**src/rtl/cmos_dvp_pkg.sv**
```systemverilog
// Shared types and default timing for the DVP transmitter.
// Counter width is sized for the default 800-clock line and 510-line frame.
package cmos_dvp_pkg;

   typedef enum logic [2:0] {
      ST_IDLE   = 3'd0,
      ST_SYNC   = 3'd1,
      ST_BACK   = 3'd2,
      ST_ACTIVE = 3'd3,
      ST_FRONT  = 3'd4
   } state_t;

   typedef enum logic [1:0] {
      MODE_STREAM = 2'd0,
      MODE_RAMP   = 2'd1,
      MODE_BARS   = 2'd2,
      MODE_CONST  = 2'd3
   } mode_t;

   localparam int         CNT_W          = 16;
   localparam int         DEF_H_ACTIVE   = 640;
   localparam int         DEF_H_BLANK    = 160;
   localparam int         DEF_V_SYNC     = 3;
   localparam int         DEF_V_BACK     = 17;
   localparam int         DEF_V_ACTIVE   = 480;
   localparam int         DEF_V_FRONT    = 10;
   localparam logic [7:0] DEF_FILL_DATA  = 8'h00;
   localparam logic [7:0] BAR_STEP       = 8'd36;

endpackage

```
**src/rtl/cmos_dvp_tx_if.sv**
```systemverilog
// Pixel stream in and DVP bus out; master is the transmitter side.
interface cmos_dvp_tx_if;
   logic [7:0] pix_data;
   logic       pix_valid;
   logic       pix_ready;
   logic       cmos_vsync;
   logic       cmos_href;
   logic [7:0] cmos_data;

   modport master (
      input  pix_data, pix_valid,
      output pix_ready, cmos_vsync, cmos_href, cmos_data
   );

   modport slave (
      output pix_data, pix_valid,
      input  pix_ready, cmos_vsync, cmos_href, cmos_data
   );
endinterface

```
**src/rtl/cmos_dvp_timing.sv**
```systemverilog
// Frame state machine with line/pixel counters; all outputs are decoded from
// registered state so the transmitter can register them one cycle later.
module cmos_dvp_timing
   import cmos_dvp_pkg::*;
#(
   parameter int H_ACTIVE = DEF_H_ACTIVE,
   parameter int H_BLANK  = DEF_H_BLANK,
   parameter int V_SYNC   = DEF_V_SYNC,
   parameter int V_BACK   = DEF_V_BACK,
   parameter int V_ACTIVE = DEF_V_ACTIVE,
   parameter int V_FRONT  = DEF_V_FRONT
) (
   input  logic             cmos_pclk,
   input  logic             rst,
   input  logic             enable,
   output state_t           state,
   output logic [CNT_W-1:0] h_cnt,
   output logic [CNT_W-1:0] v_cnt,
   output logic             active,
   output logic             frame_start,
   output logic             frame_end
);

   localparam logic [CNT_W-1:0] H_LAST      = CNT_W'(H_ACTIVE + H_BLANK - 1);
   localparam logic [CNT_W-1:0] H_ACT_LEN   = CNT_W'(H_ACTIVE);
   localparam logic [CNT_W-1:0] SYNC_LAST   = CNT_W'(V_SYNC - 1);
   localparam logic [CNT_W-1:0] BACK_LAST   = CNT_W'((V_BACK > 0) ? V_BACK - 1 : 0);
   localparam logic [CNT_W-1:0] ACTIVE_LAST = CNT_W'(V_ACTIVE - 1);
   localparam logic [CNT_W-1:0] FRONT_LAST  = CNT_W'((V_FRONT > 0) ? V_FRONT - 1 : 0);

   state_t           state_r, state_n;
   logic [CNT_W-1:0] h_cnt_r, h_cnt_n;
   logic [CNT_W-1:0] v_cnt_r, v_cnt_n;
   logic             line_end_s, last_line_s, start_s, end_s;

   assign line_end_s = (h_cnt_r == H_LAST);

   // Last line of the current state
   always_comb begin
      last_line_s = 1'b0;
      case (state_r)
         ST_SYNC:   last_line_s = (v_cnt_r == SYNC_LAST);
         ST_BACK:   last_line_s = (v_cnt_r == BACK_LAST);
         ST_ACTIVE: last_line_s = (v_cnt_r == ACTIVE_LAST);
         ST_FRONT:  last_line_s = (v_cnt_r == FRONT_LAST);
         default:   last_line_s = 1'b0;
      endcase
   end

   // Next state and counters; zero-length BACK/FRONT are skipped outright
   always_comb begin
      state_n = state_r;
      h_cnt_n = h_cnt_r;
      v_cnt_n = v_cnt_r;
      start_s = 1'b0;
      end_s   = 1'b0;
      if (state_r == ST_IDLE) begin
         h_cnt_n = {CNT_W{1'b0}};
         v_cnt_n = {CNT_W{1'b0}};
         if (enable) begin
            state_n = ST_SYNC;
            start_s = 1'b1;
         end else begin
            state_n = ST_IDLE;
         end
      end else if (line_end_s) begin
         h_cnt_n = {CNT_W{1'b0}};
         if (last_line_s) begin
            v_cnt_n = {CNT_W{1'b0}};
            case (state_r)
               ST_SYNC:   state_n = (V_BACK > 0) ? ST_BACK : ST_ACTIVE;
               ST_BACK:   state_n = ST_ACTIVE;
               ST_ACTIVE: begin
                  if (V_FRONT > 0) begin
                     state_n = ST_FRONT;
                  end else begin
                     end_s   = 1'b1;
                     start_s = enable;
                     state_n = enable ? ST_SYNC : ST_IDLE;
                  end
               end
               ST_FRONT: begin
                  end_s   = 1'b1;
                  start_s = enable;
                  state_n = enable ? ST_SYNC : ST_IDLE;
               end
               default:   state_n = ST_IDLE;
            endcase
         end else begin
            v_cnt_n = v_cnt_r + CNT_W'(1);
         end
      end else begin
         h_cnt_n = h_cnt_r + CNT_W'(1);
      end
   end

   // State and counter registers
   always_ff @(posedge cmos_pclk) begin
      if (rst) begin
         state_r <= ST_IDLE;
         h_cnt_r <= {CNT_W{1'b0}};
         v_cnt_r <= {CNT_W{1'b0}};
      end else begin
         state_r <= state_n;
         h_cnt_r <= h_cnt_n;
         v_cnt_r <= v_cnt_n;
      end
   end

   assign state       = state_r;
   assign h_cnt       = h_cnt_r;
   assign v_cnt       = v_cnt_r;
   assign active      = (state_r == ST_ACTIVE) && (h_cnt_r < H_ACT_LEN);
   assign frame_start = start_s;
   assign frame_end   = end_s;

endmodule

```
**src/rtl/cmos_dvp_tx.sv**
```systemverilog
// DVP transmitter: pattern/stream mux, upstream handshake and registered
// VSYNC/HREF/data outputs. Underflow is filled, never waited on.
module cmos_dvp_tx
   import cmos_dvp_pkg::*;
#(
   parameter int         H_ACTIVE  = DEF_H_ACTIVE,
   parameter int         H_BLANK   = DEF_H_BLANK,
   parameter int         V_SYNC    = DEF_V_SYNC,
   parameter int         V_BACK    = DEF_V_BACK,
   parameter int         V_ACTIVE  = DEF_V_ACTIVE,
   parameter int         V_FRONT   = DEF_V_FRONT,
   parameter logic [7:0] FILL_DATA = DEF_FILL_DATA
) (
   input  logic          cmos_pclk,
   input  logic          rst,
   input  logic          enable,
   input  logic [1:0]    mode,
   input  logic [7:0]    const_data,
   cmos_dvp_tx_if.master dvp,
   output logic [15:0]   frame_cnt,
   output logic          frame_done,
   output logic          underflow,
   output logic          busy
);

   localparam logic [CNT_W-1:0] BAR_LAST = CNT_W'(H_ACTIVE / 8 - 1);

   state_t           state_s;
   logic [CNT_W-1:0] h_cnt_s, v_cnt_s;
   logic             active_s, frame_start_s, frame_end_s, pix_ready_s;
   mode_t            mode_r;
   logic [7:0]       const_r, pat_byte_s, bar_val_r;
   logic [CNT_W-1:0] bar_pix_r;
   logic [15:0]      frame_cnt_r;
   logic             frame_done_r, underflow_r, busy_r;

   cmos_dvp_timing #(
      .H_ACTIVE (H_ACTIVE),
      .H_BLANK  (H_BLANK),
      .V_SYNC   (V_SYNC),
      .V_BACK   (V_BACK),
      .V_ACTIVE (V_ACTIVE),
      .V_FRONT  (V_FRONT)
   ) u_timing (
      .cmos_pclk   (cmos_pclk),
      .rst         (rst),
      .enable      (enable),
      .state       (state_s),
      .h_cnt       (h_cnt_s),
      .v_cnt       (v_cnt_s),
      .active      (active_s),
      .frame_start (frame_start_s),
      .frame_end   (frame_end_s)
   );

   assign pix_ready_s   = active_s && (mode_r == MODE_STREAM);
   assign dvp.pix_ready = pix_ready_s;

   // Mode and constant are frozen for the whole frame
   always_ff @(posedge cmos_pclk) begin
      if (rst) begin
         mode_r  <= MODE_STREAM;
         const_r <= 8'h00;
      end else if (frame_start_s) begin
         mode_r  <= mode_t'(mode);
         const_r <= const_data;
      end else begin
         mode_r  <= mode_r;
         const_r <= const_r;
      end
   end

   // Bar value steps by BAR_STEP every H_ACTIVE/8 pixels, restarting each line
   always_ff @(posedge cmos_pclk) begin
      if (rst) begin
         bar_pix_r <= {CNT_W{1'b0}};
         bar_val_r <= 8'h00;
      end else if (active_s) begin
         if (bar_pix_r == BAR_LAST) begin
            bar_pix_r <= {CNT_W{1'b0}};
            bar_val_r <= bar_val_r + BAR_STEP;
         end else begin
            bar_pix_r <= bar_pix_r + CNT_W'(1);
         end
      end else begin
         bar_pix_r <= {CNT_W{1'b0}};
         bar_val_r <= 8'h00;
      end
   end

   // Pattern byte for the current pixel
   always_comb begin
      pat_byte_s = 8'h00;
      case (mode_r)
         MODE_STREAM: begin
            if (dvp.pix_valid) begin
               pat_byte_s = dvp.pix_data;
            end else begin
               pat_byte_s = FILL_DATA;
            end
         end
         MODE_RAMP:   pat_byte_s = h_cnt_s[7:0] + v_cnt_s[7:0] + frame_cnt_r[7:0];
         MODE_BARS:   pat_byte_s = bar_val_r;
         MODE_CONST:  pat_byte_s = const_r;
         default:     pat_byte_s = 8'h00;
      endcase
   end

   // Output registers and flags
   always_ff @(posedge cmos_pclk) begin
      if (rst) begin
         dvp.cmos_vsync <= 1'b0;
         dvp.cmos_href  <= 1'b0;
         dvp.cmos_data  <= 8'h00;
         frame_cnt_r    <= 16'd0;
         frame_done_r   <= 1'b0;
         underflow_r    <= 1'b0;
         busy_r         <= 1'b0;
      end else begin
         dvp.cmos_vsync <= (state_s == ST_BACK) || (state_s == ST_ACTIVE) || (state_s == ST_FRONT);
         dvp.cmos_href  <= active_s;
         dvp.cmos_data  <= active_s ? pat_byte_s : 8'h00;
         frame_cnt_r    <= frame_end_s ? frame_cnt_r + 16'd1 : frame_cnt_r;
         frame_done_r   <= frame_end_s;
         underflow_r    <= underflow_r || (pix_ready_s && !dvp.pix_valid);
         busy_r         <= (state_s != ST_IDLE);
      end
   end

   assign frame_cnt  = frame_cnt_r;
   assign frame_done = frame_done_r;
   assign underflow  = underflow_r;
   assign busy       = busy_r;

endmodule

```
**src/flat_wrapper.sv**
```systemverilog
// flat-port wrapper written by rule: the top's interface ports become plain ports
module cmos_dvp_tx_flat import cmos_dvp_pkg::*;
#(
   parameter int         H_ACTIVE  = DEF_H_ACTIVE,
   parameter int         H_BLANK   = DEF_H_BLANK,
   parameter int         V_SYNC    = DEF_V_SYNC,
   parameter int         V_BACK    = DEF_V_BACK,
   parameter int         V_ACTIVE  = DEF_V_ACTIVE,
   parameter int         V_FRONT   = DEF_V_FRONT,
   parameter logic [7:0] FILL_DATA = DEF_FILL_DATA
)
  (cmos_pclk, rst, enable, mode, const_data, frame_cnt, frame_done, underflow, busy, dvp_pix_data, dvp_pix_valid, dvp_pix_ready, dvp_cmos_vsync, dvp_cmos_href, dvp_cmos_data);
  cmos_dvp_tx_if dvp_i ();
  input  logic cmos_pclk;
  input  logic rst;
  input  logic enable;
  input  logic [1:0] mode;
  input  logic [7:0] const_data;
  output logic [15:0] frame_cnt;
  output logic frame_done;
  output logic underflow;
  output logic busy;
  input wire logic [$bits(dvp_i.pix_data)-1:0] dvp_pix_data;
  input wire logic [$bits(dvp_i.pix_valid)-1:0] dvp_pix_valid;
  output wire logic [$bits(dvp_i.pix_ready)-1:0] dvp_pix_ready;
  output wire logic [$bits(dvp_i.cmos_vsync)-1:0] dvp_cmos_vsync;
  output wire logic [$bits(dvp_i.cmos_href)-1:0] dvp_cmos_href;
  output wire logic [$bits(dvp_i.cmos_data)-1:0] dvp_cmos_data;
  assign dvp_i.pix_data = dvp_pix_data;
  assign dvp_i.pix_valid = dvp_pix_valid;
  assign dvp_pix_ready = dvp_i.pix_ready;
  assign dvp_cmos_vsync = dvp_i.cmos_vsync;
  assign dvp_cmos_href = dvp_i.cmos_href;
  assign dvp_cmos_data = dvp_i.cmos_data;
  cmos_dvp_tx #(.H_ACTIVE(H_ACTIVE), .H_BLANK(H_BLANK), .V_SYNC(V_SYNC), .V_BACK(V_BACK), .V_ACTIVE(V_ACTIVE), .V_FRONT(V_FRONT), .FILL_DATA(FILL_DATA)) u_core (.cmos_pclk(cmos_pclk), .rst(rst), .enable(enable), .mode(mode), .const_data(const_data), .dvp(dvp_i), .frame_cnt(frame_cnt), .frame_done(frame_done), .underflow(underflow), .busy(busy));
endmodule
```
**config.mk**
```make
export PLATFORM = sky130hd
export DESIGN_NAME = cmos_dvp_tx_flat
export DESIGN_NICKNAME = d
export VERILOG_FILES = /design/src/rtl/cmos_dvp_pkg.sv /design/src/rtl/cmos_dvp_tx_if.sv /design/src/rtl/cmos_dvp_timing.sv /design/src/rtl/cmos_dvp_tx.sv /design/src/flat_wrapper.sv
export SDC_FILE = /design/constraint.sdc
export NUM_CORES = 1
export LEC_CHECK = 0
export BUFFER_PORTS_ARGS = -buffer_cell sky130_fd_sc_hd__buf_2
export CAP_MARGIN = 15
export CORE_UTILIZATION = 33
export DETAILED_ROUTE_END_ITERATION = 8
export PLACE_DENSITY = 0.46
export RECOVER_POWER = 50
export SLEW_MARGIN = 5
export SYNTH_ARGS = -nofsm -noshare
export SYNTH_HDL_FRONTEND = slang
export SYNTH_SLANG_ARGS = --single-unit
```
**constraint.sdc**
```tcl
create_clock -name cmos_pclk -period 7.29 [get_ports cmos_pclk]
set_input_delay 1.458 -clock cmos_pclk [delete_from_list [all_inputs] [get_ports cmos_pclk]]
set_output_delay 1.458 -clock cmos_pclk [all_outputs]
set_load 0.01 [all_outputs]
```
==> flow_summary.ini, run 1 <==
[pwr]
power_density_nw_per_um2 = 195
p_leak_nw = 2.03
ir_worst_vdd_mv = 0.0933

[synth]
syn_inst = 561
synth_top_family_by_area = simple AND/OR/NAND/NOR gates
synthArstFlopShare = 0
synthMuxAreaShare = 0.0373
yosysTopAreaCellShare = 0.393
synthTopCellsByCount = dfxtp_1 (96), nor2_1 (82), nand2_1 (36)
yosys_warnings = 0
synth_xor_area_frac = 0.0949
yosysTopAreaCell = dfxtp_1
synthTopCellsByArea = dfxtp_1 (39%), nor2_1 (6.3%), xor2_1 (5.7%), xnor2_1 (3.8%), nand2b_1 (3.3%)
yosysUniqueCellTypes = 53
synth_top_flop_cell = dfxtp_1
syn_nets = 602
synth_seq_cells = 96
synth_fa_ha_area_frac = 0.0609
netlist_area_sq_um = 4890
seq_area_frac_synth = 0.393
synth_compound_area_frac = 0.0890
avgSynthCellArea_sq_um = 8.72
synth_edf_count = 0
yosys.area_share.simple = 0.292
synth_most_common_cell = dfxtp_1

[clock_network]
cts_buffer_depth = 2
h-tree-depth = 3
cts_resized = 0
cts-root-buf = clkbuf_16
cts_setup_buffers = 0
cts_tree = yes
numCtsBuffers = 9
clk_latency_ns = 0.35
clk_pin_slew_worst_paths_ns = 0.07
cts_sinks = 96
hold_buffers = 0

[sta]
worst_pin_slew_ns = 1.79
fin_tns_setup_ns = 0
slew_headroom = -0.191
slew_viol_final = 50
final_hold_viol_count = 0
whs_ns = 0.472
min_period_ns = 3.98
finalSetupViolCount = 0
fin_crit_sh = 0.546
fmax_mhz = 251
grt_setup_unrepaired = false
fin_worst_skew_ns = 0.00794

[worst_setup_path]
worstSetupStartpointType = input port
worstSetupPathType = input port to flop
arrival_ns = 4.20
crit_path_max_fanout = 49
worstReg2RegEnd = u_core.dvp.cmos_data[7]
end_kind = flop
path_cells = clkbuf_1 > or2_0 > inv_1 > nand2_1 > nor2_1
reg2reg_slack_ns = 4.35
cp_slowest_cell = clkbuf_1
rr_worst_depth = 10
cp_data_required_time_ns = 7.51
reg2reg_from = u_core.u_timing.v_cnt[1]
cpPeakStageDelay_ns = 1.25

[route]
drt_iter0_drc = 211
wl_per_cell_um = 14.5
ant_nets = 0
firstDrtPassIters = 4
dr_total_vias = 3989
drc = 0
wl_um = 11500
viasPerCell = 5.06

[place]
dp_hpwl_um = 8530
portBuffers = 51
gp_congestion = 0.772

[global_route]
antenna_found_initial = 0
globalRoute.totalOverflow = 0
grt_max_degree = 50
grt_pass1_vias = 3674
grt_pass1_wl_um = 18200
track_usage = 0.157

[floorplanning]
rows = 44
die_y_um = 124
ios = 52
start_util = 0.338
coreArea_sq_um = 14500
die_w_um = 124
die_area_sq_um = 15300

[hold_path]
min_to = u_core.bar_pix_r[0]
hold_depth = 1
min_path_type = flop to flop
worstHoldStart = u_core.bar_pix_r[0]

[finish]
fin_nets = 641
area.growth.synth_to_final_pct = 13.8
drive_above_1_share = 0.0876
num_antenna_cells = 0

[outcome]
outcome = finished, violations left
violations = capacitance limit, slew limit

[flow_run]
maxCapViolCount = 1
[logic make-up (layout without fill, tap and decap cells)]
| logic type | after synthesis | in the layout |
|---|---|---|
| mux | 18 | 18 |
| simple gates | 265 | 265 |
| compound gates | 69 | 69 |
| flops | 96 | 96 |
| buf+inv | 41 | 85 |
| fa+ha+maj | 19 | 19 |
| xor+xnor | 53 | 53 |
[sequential cells by signal (all words and copies together) (netlist names), 2 cells and up]
| register | flops |
|---|---|
| u_core.u_timing.h_cnt | 16 |
| u_core.u_timing.state | 3 |
| u_core.dvp.cmos_data | 8 |
| u_core.frame_cnt | 16 |
| u_core.u_timing.v_cnt | 16 |
| u_core.bar_pix_r | 16 |
| u_core.mode_r | 2 |
| u_core.const_r | 8 |
| u_core.bar_val_r | 6 |
[layer usage]
| layer | part of all wire | GRT usage |
|---|---|---|
| met1 | 0.50 | 0.207 |
| met3 | 0.039 | 0.0348 |
| met2 | 0.44 | 0.249 |
| met4 | 0.016 | 0.0610 |
| met5 | 0 | 0 |
[cell usage in the layout, fill, tap and decap left out, drive strengths merged, types with 8 or more instances in the layout]
cell type / n
nor4: 12
nor3: 9
a21oi: 29
nand2b: 26
inv: 18
or4: 8
nand4: 18
or3: 8
ha: 11
buf: 22
mux2i: 16
nor2: 82
nand3: 24
dfxtp: 96
fa: 8
clkbuf: 39
and3: 17
nand2: 36
o21ai: 12
xor2: 32
xnor2: 21
[where the power goes]
part           switching [mW]  leakage [nW]  internal [mW]
combinational          0.0197          1.10         0.0171
clock                   0.211         0.156          0.301
sequential            0.00829         0.775          0.529
total                   0.239          2.03          0.848
[worst max-delay path: cells and delay by family]
family	cells	cell delay, ns
and+or+nand+nor	3	1.31
buffers and inverters	2	1.40
[worst max-delay path by stage]
stage          depth (start not counted)                       from  slack, ns                       to
2_1_floorplan                         10        u_core.frame_cnt[1]       4.68  u_core.dvp.cmos_data[7]
3_3_place_gp                           5                        rst       4.05     u_core.bar_pix_r[13]
3_5_place_dp                           5                        rst       4.00      u_core.bar_pix_r[3]
4_1_cts                                4  u_core.u_timing.h_cnt[11]       3.94            dvp_pix_ready
5_1_grt                                5                        rst       2.91     u_core.bar_pix_r[10]
6_report                               5                        rst       3.31      u_core.bar_pix_r[9]
[layout make-up]
| type | instances | area, sq um |
|---|---|---|
| Multi-Input combinational cell | 424 | 2810 |
| Fill cell | 1522 | 8910 |
| Sequential cell | 96 | 1920 |
| Tap cell | 184 | 230 |
| Clock inverter | 7 | 95.1 |
| Inverter | 17 | 63.8 |
| Timing Repair Buffer | 52 | 225 |
| Clock buffer | 9 | 225 |
[per-stage QoR]
stage	util	setup WS [ns]	cell area (sq um)	instances	power [mW]
after detailed placement	0.365	4.00	5290	773	0.588
after global placement	0.365	4.05	5290	773	0.587
after CTS	0.387	3.94	5610	789	1.10
final	0.385	3.31	5570	789	1.09
after floorplan	-	4.68	4890	561	0.573
after global routing	0.385	2.91	5570	789	1.13
Note: power is estimated with default switching activity, not from simulation.
==> inputs of run 2 (changes only) <==
ABC_AREA = 1   (was default)
PLACE_DENSITY = 0.48   (was 0.46)
clock period = 3.5 ns   (was 7.29 ns; I/O delays follow)
==> flow_summary.ini, run 2 <==
[hold_path]
min_path_type = flop to flop
min_to = u_core.bar_pix_r[0]
worstHoldStart = u_core.bar_pix_r[0]
hold_depth = 1

[sta]
slew_headroom = 0.360
fin_worst_skew_ns = 0.00715
final_hold_viol_count = 0
fin_crit_sh = 0.779
fmax_mhz = 367
grt_setup_unrepaired = false
slew_viol_final = 0
min_period_ns = 2.73
worst_pin_slew_ns = 0.957
fin_tns_setup_ns = 0
setup_ws_ns = 0.774
finalSetupViolCount = 0

[synth]
seq_area_frac_synth = 0.381
synthTopCellsByArea = dfxtp_1 (38%), nand2_1 (11%), nor2_1 (8.1%), inv_1 (7.4%), nand3_1 (6.1%)
synth_most_common_cell = nand2_1
synth_edf_count = 0
yosysTopAreaCell = dfxtp_1
avgSynthCellArea_sq_um = 6.94
synth_top_flop_cell = dfxtp_1
syn_inst = 727
yosysTopAreaCellShare = 0.381
synthTopCellsByCount = nand2_1 (149), nor2_1 (109), inv_1 (100)
syn_nets = 768
synthArstFlopShare = 0
synth_seq_cells = 96
yosys_warnings = 0
netlist_area_sq_um = 5040
yosysUniqueCellTypes = 40

[route]
drc = 6
viasPerCell = 4.85
dr_total_vias = 4696
wl_per_cell_um = 13.4
firstDrtPassIters = 8
ant_nets = 0
drt_iter0_drc = 283
wl_um = 12900

[finish]
mostFrequentLayoutCells = nand2_1 (151), nor2_1 (112), inv_1 (101), dfxtp_1 (96), nand3_1 (62)
seqCellArea_sq_um = 1920
fillers = 1594
drive_above_1_share = 0.0663
num_antenna_cells = 0
final_common_cell = nand2_1
multi_input_area_sq_um = 2660
fin_cells = 968
fin_nets = 820
area.growth.synth_to_final_pct = 13.6

[floorplanning]
die_area_sq_um = 15800
start_util = 0.343
die_w_um = 126
ios = 52
rows = 44
die_y_um = 126
coreArea_sq_um = 14700

[worst_setup_path]
worstSetupStartpointType = flop
reg2reg_from = u_core.u_timing.state[1]
worstSetupPathType = flop to flop
arrival_ns = 2.97
reg2reg_slack_ns = 0.77
crit_path_max_fanout = 9
critPathLaunch = u_core.u_timing.state[1]
rr_worst_depth = 11
end_kind = flop
cp_data_required_time_ns = 3.75
worstReg2RegEnd = u_core.frame_cnt[3]

[clock_network]
clk_pin_slew_worst_paths_ns = 0.07
cts_tree = yes
cts-root-buf = clkbuf_16
cts_sinks = 96
cts_resized = 0
cts_setup_buffers = 0
numCtsBuffers = 9
clk_latency_ns = 0.35
cts_buffer_depth = 2
h-tree-depth = 3
hold_buffers = 0

[place]
placedCellCount = 952
place_ws_ns = 0.961
gp_congestion = 0.828
dp_hpwl_um = 9950
portBuffers = 51

[global_route]
track_usage = 0.170
grt_max_degree = 22
globalRoute.totalOverflow = 0
antenna_found_initial = 0
grt_pass1_vias = 4384
grt_pass1_wl_um = 21300

[pwr]
power_density_nw_per_um2 = 392
p_leak_nw = 2.30
ir_worst_vdd_mv = 0.236

[flow_run]
maxCapViolCount = 0

[outcome]
outcome = finished, violations left
violations = DRC
==> run 2: cell types whose count changed in the layout (fill, tap and decap cells not counted), sizes merged, moves of 11 or more <==
cell	previous run	this run
nand3	24	64
nor3	9	24
nand2b	26	0
a21oi	29	51
nand2	36	151
mux2i	16	0
xnor2	21	7
xor2	32	8
nor2	82	117
inv	18	104
o21ai	12	23
and3	17	1
==> run 2: area by class of cell <==
type | count | area share
timing repair buffer | 51 | 0.0382
inverter | 104 | 0.0681
clock buffer | 11 | 0.0406
sequential | 96 | 0.335
multi-input combinational | 517 | 0.463
tap | 184 | 0.0402
clock inverter | 5 | 0.0142
==> run 2: kinds of logic after synthesis <==
group	synth area share
compound gates	0.101
buf+inv	0.0873
fa+ha+maj	0.0590
simple gates	0.345
xor+xnor	0.0260
flops	0.381
==> run 2: worst max-delay path, stage by stage, from the launching register on <==
cell and delay, ns:
dfxtp_1 0.43, nor2_1 0.11, nand2_1 0.31, nand2_1 0.12, nand2_1 0.12, nand2_1 0.06
nand2_1 0.11, nand3_2 0.10, nor2_1 0.73, nand2_1 0.28, o21ai_1 0.20, nor2_1 0.06
==> run 2: routing by layer <==
metal	GRT usage	wire length (um)	share of wire	up-vias
met1	0.224	6350	0.49	2124
met2	0.274	5810	0.45	88
met3	0.0289	504	0.039	15
met5	0	0	0	-
met4	0.0760	265	0.021	0
li1	-	-	-	2469
==> run 2: how the worst max path moves through the flow <==
stage,to,slack [ns],cells after the start
floorplan,u_core.dvp.cmos_data[7],1.14,12
global placement,u_core.dvp.cmos_data[7],1.04,13
detailed placement,u_core.const_r[4],0.96,12
CTS,u_core.const_r[4],0.93,12
global route,u_core.frame_cnt[3],0.47,11
finish,u_core.frame_cnt[3],0.77,11
==> run 2: stage by stage <==
stage                     hold WS (ns)  total power [mW]  utilization  cell area (sq um)
after floorplan                  0.413              1.18            -               5040
after global placement           0.425              1.21        0.373               5480
after detailed placement         0.436              1.22        0.373               5480
after CTS                        0.446              2.29        0.394               5790
after global routing             0.479              2.34        0.390               5730
final                            0.437              2.25        0.390               5730
==> run 2: where the power goes <==
part           leakage (nW)  switching (mW)  internal, mW  total, mW
clock network         0.150           0.432         0.627       1.06
registers             0.775         0.00933          1.10       1.11
logic                  1.37          0.0504        0.0270     0.0774
total                  2.30           0.492          1.76       2.25
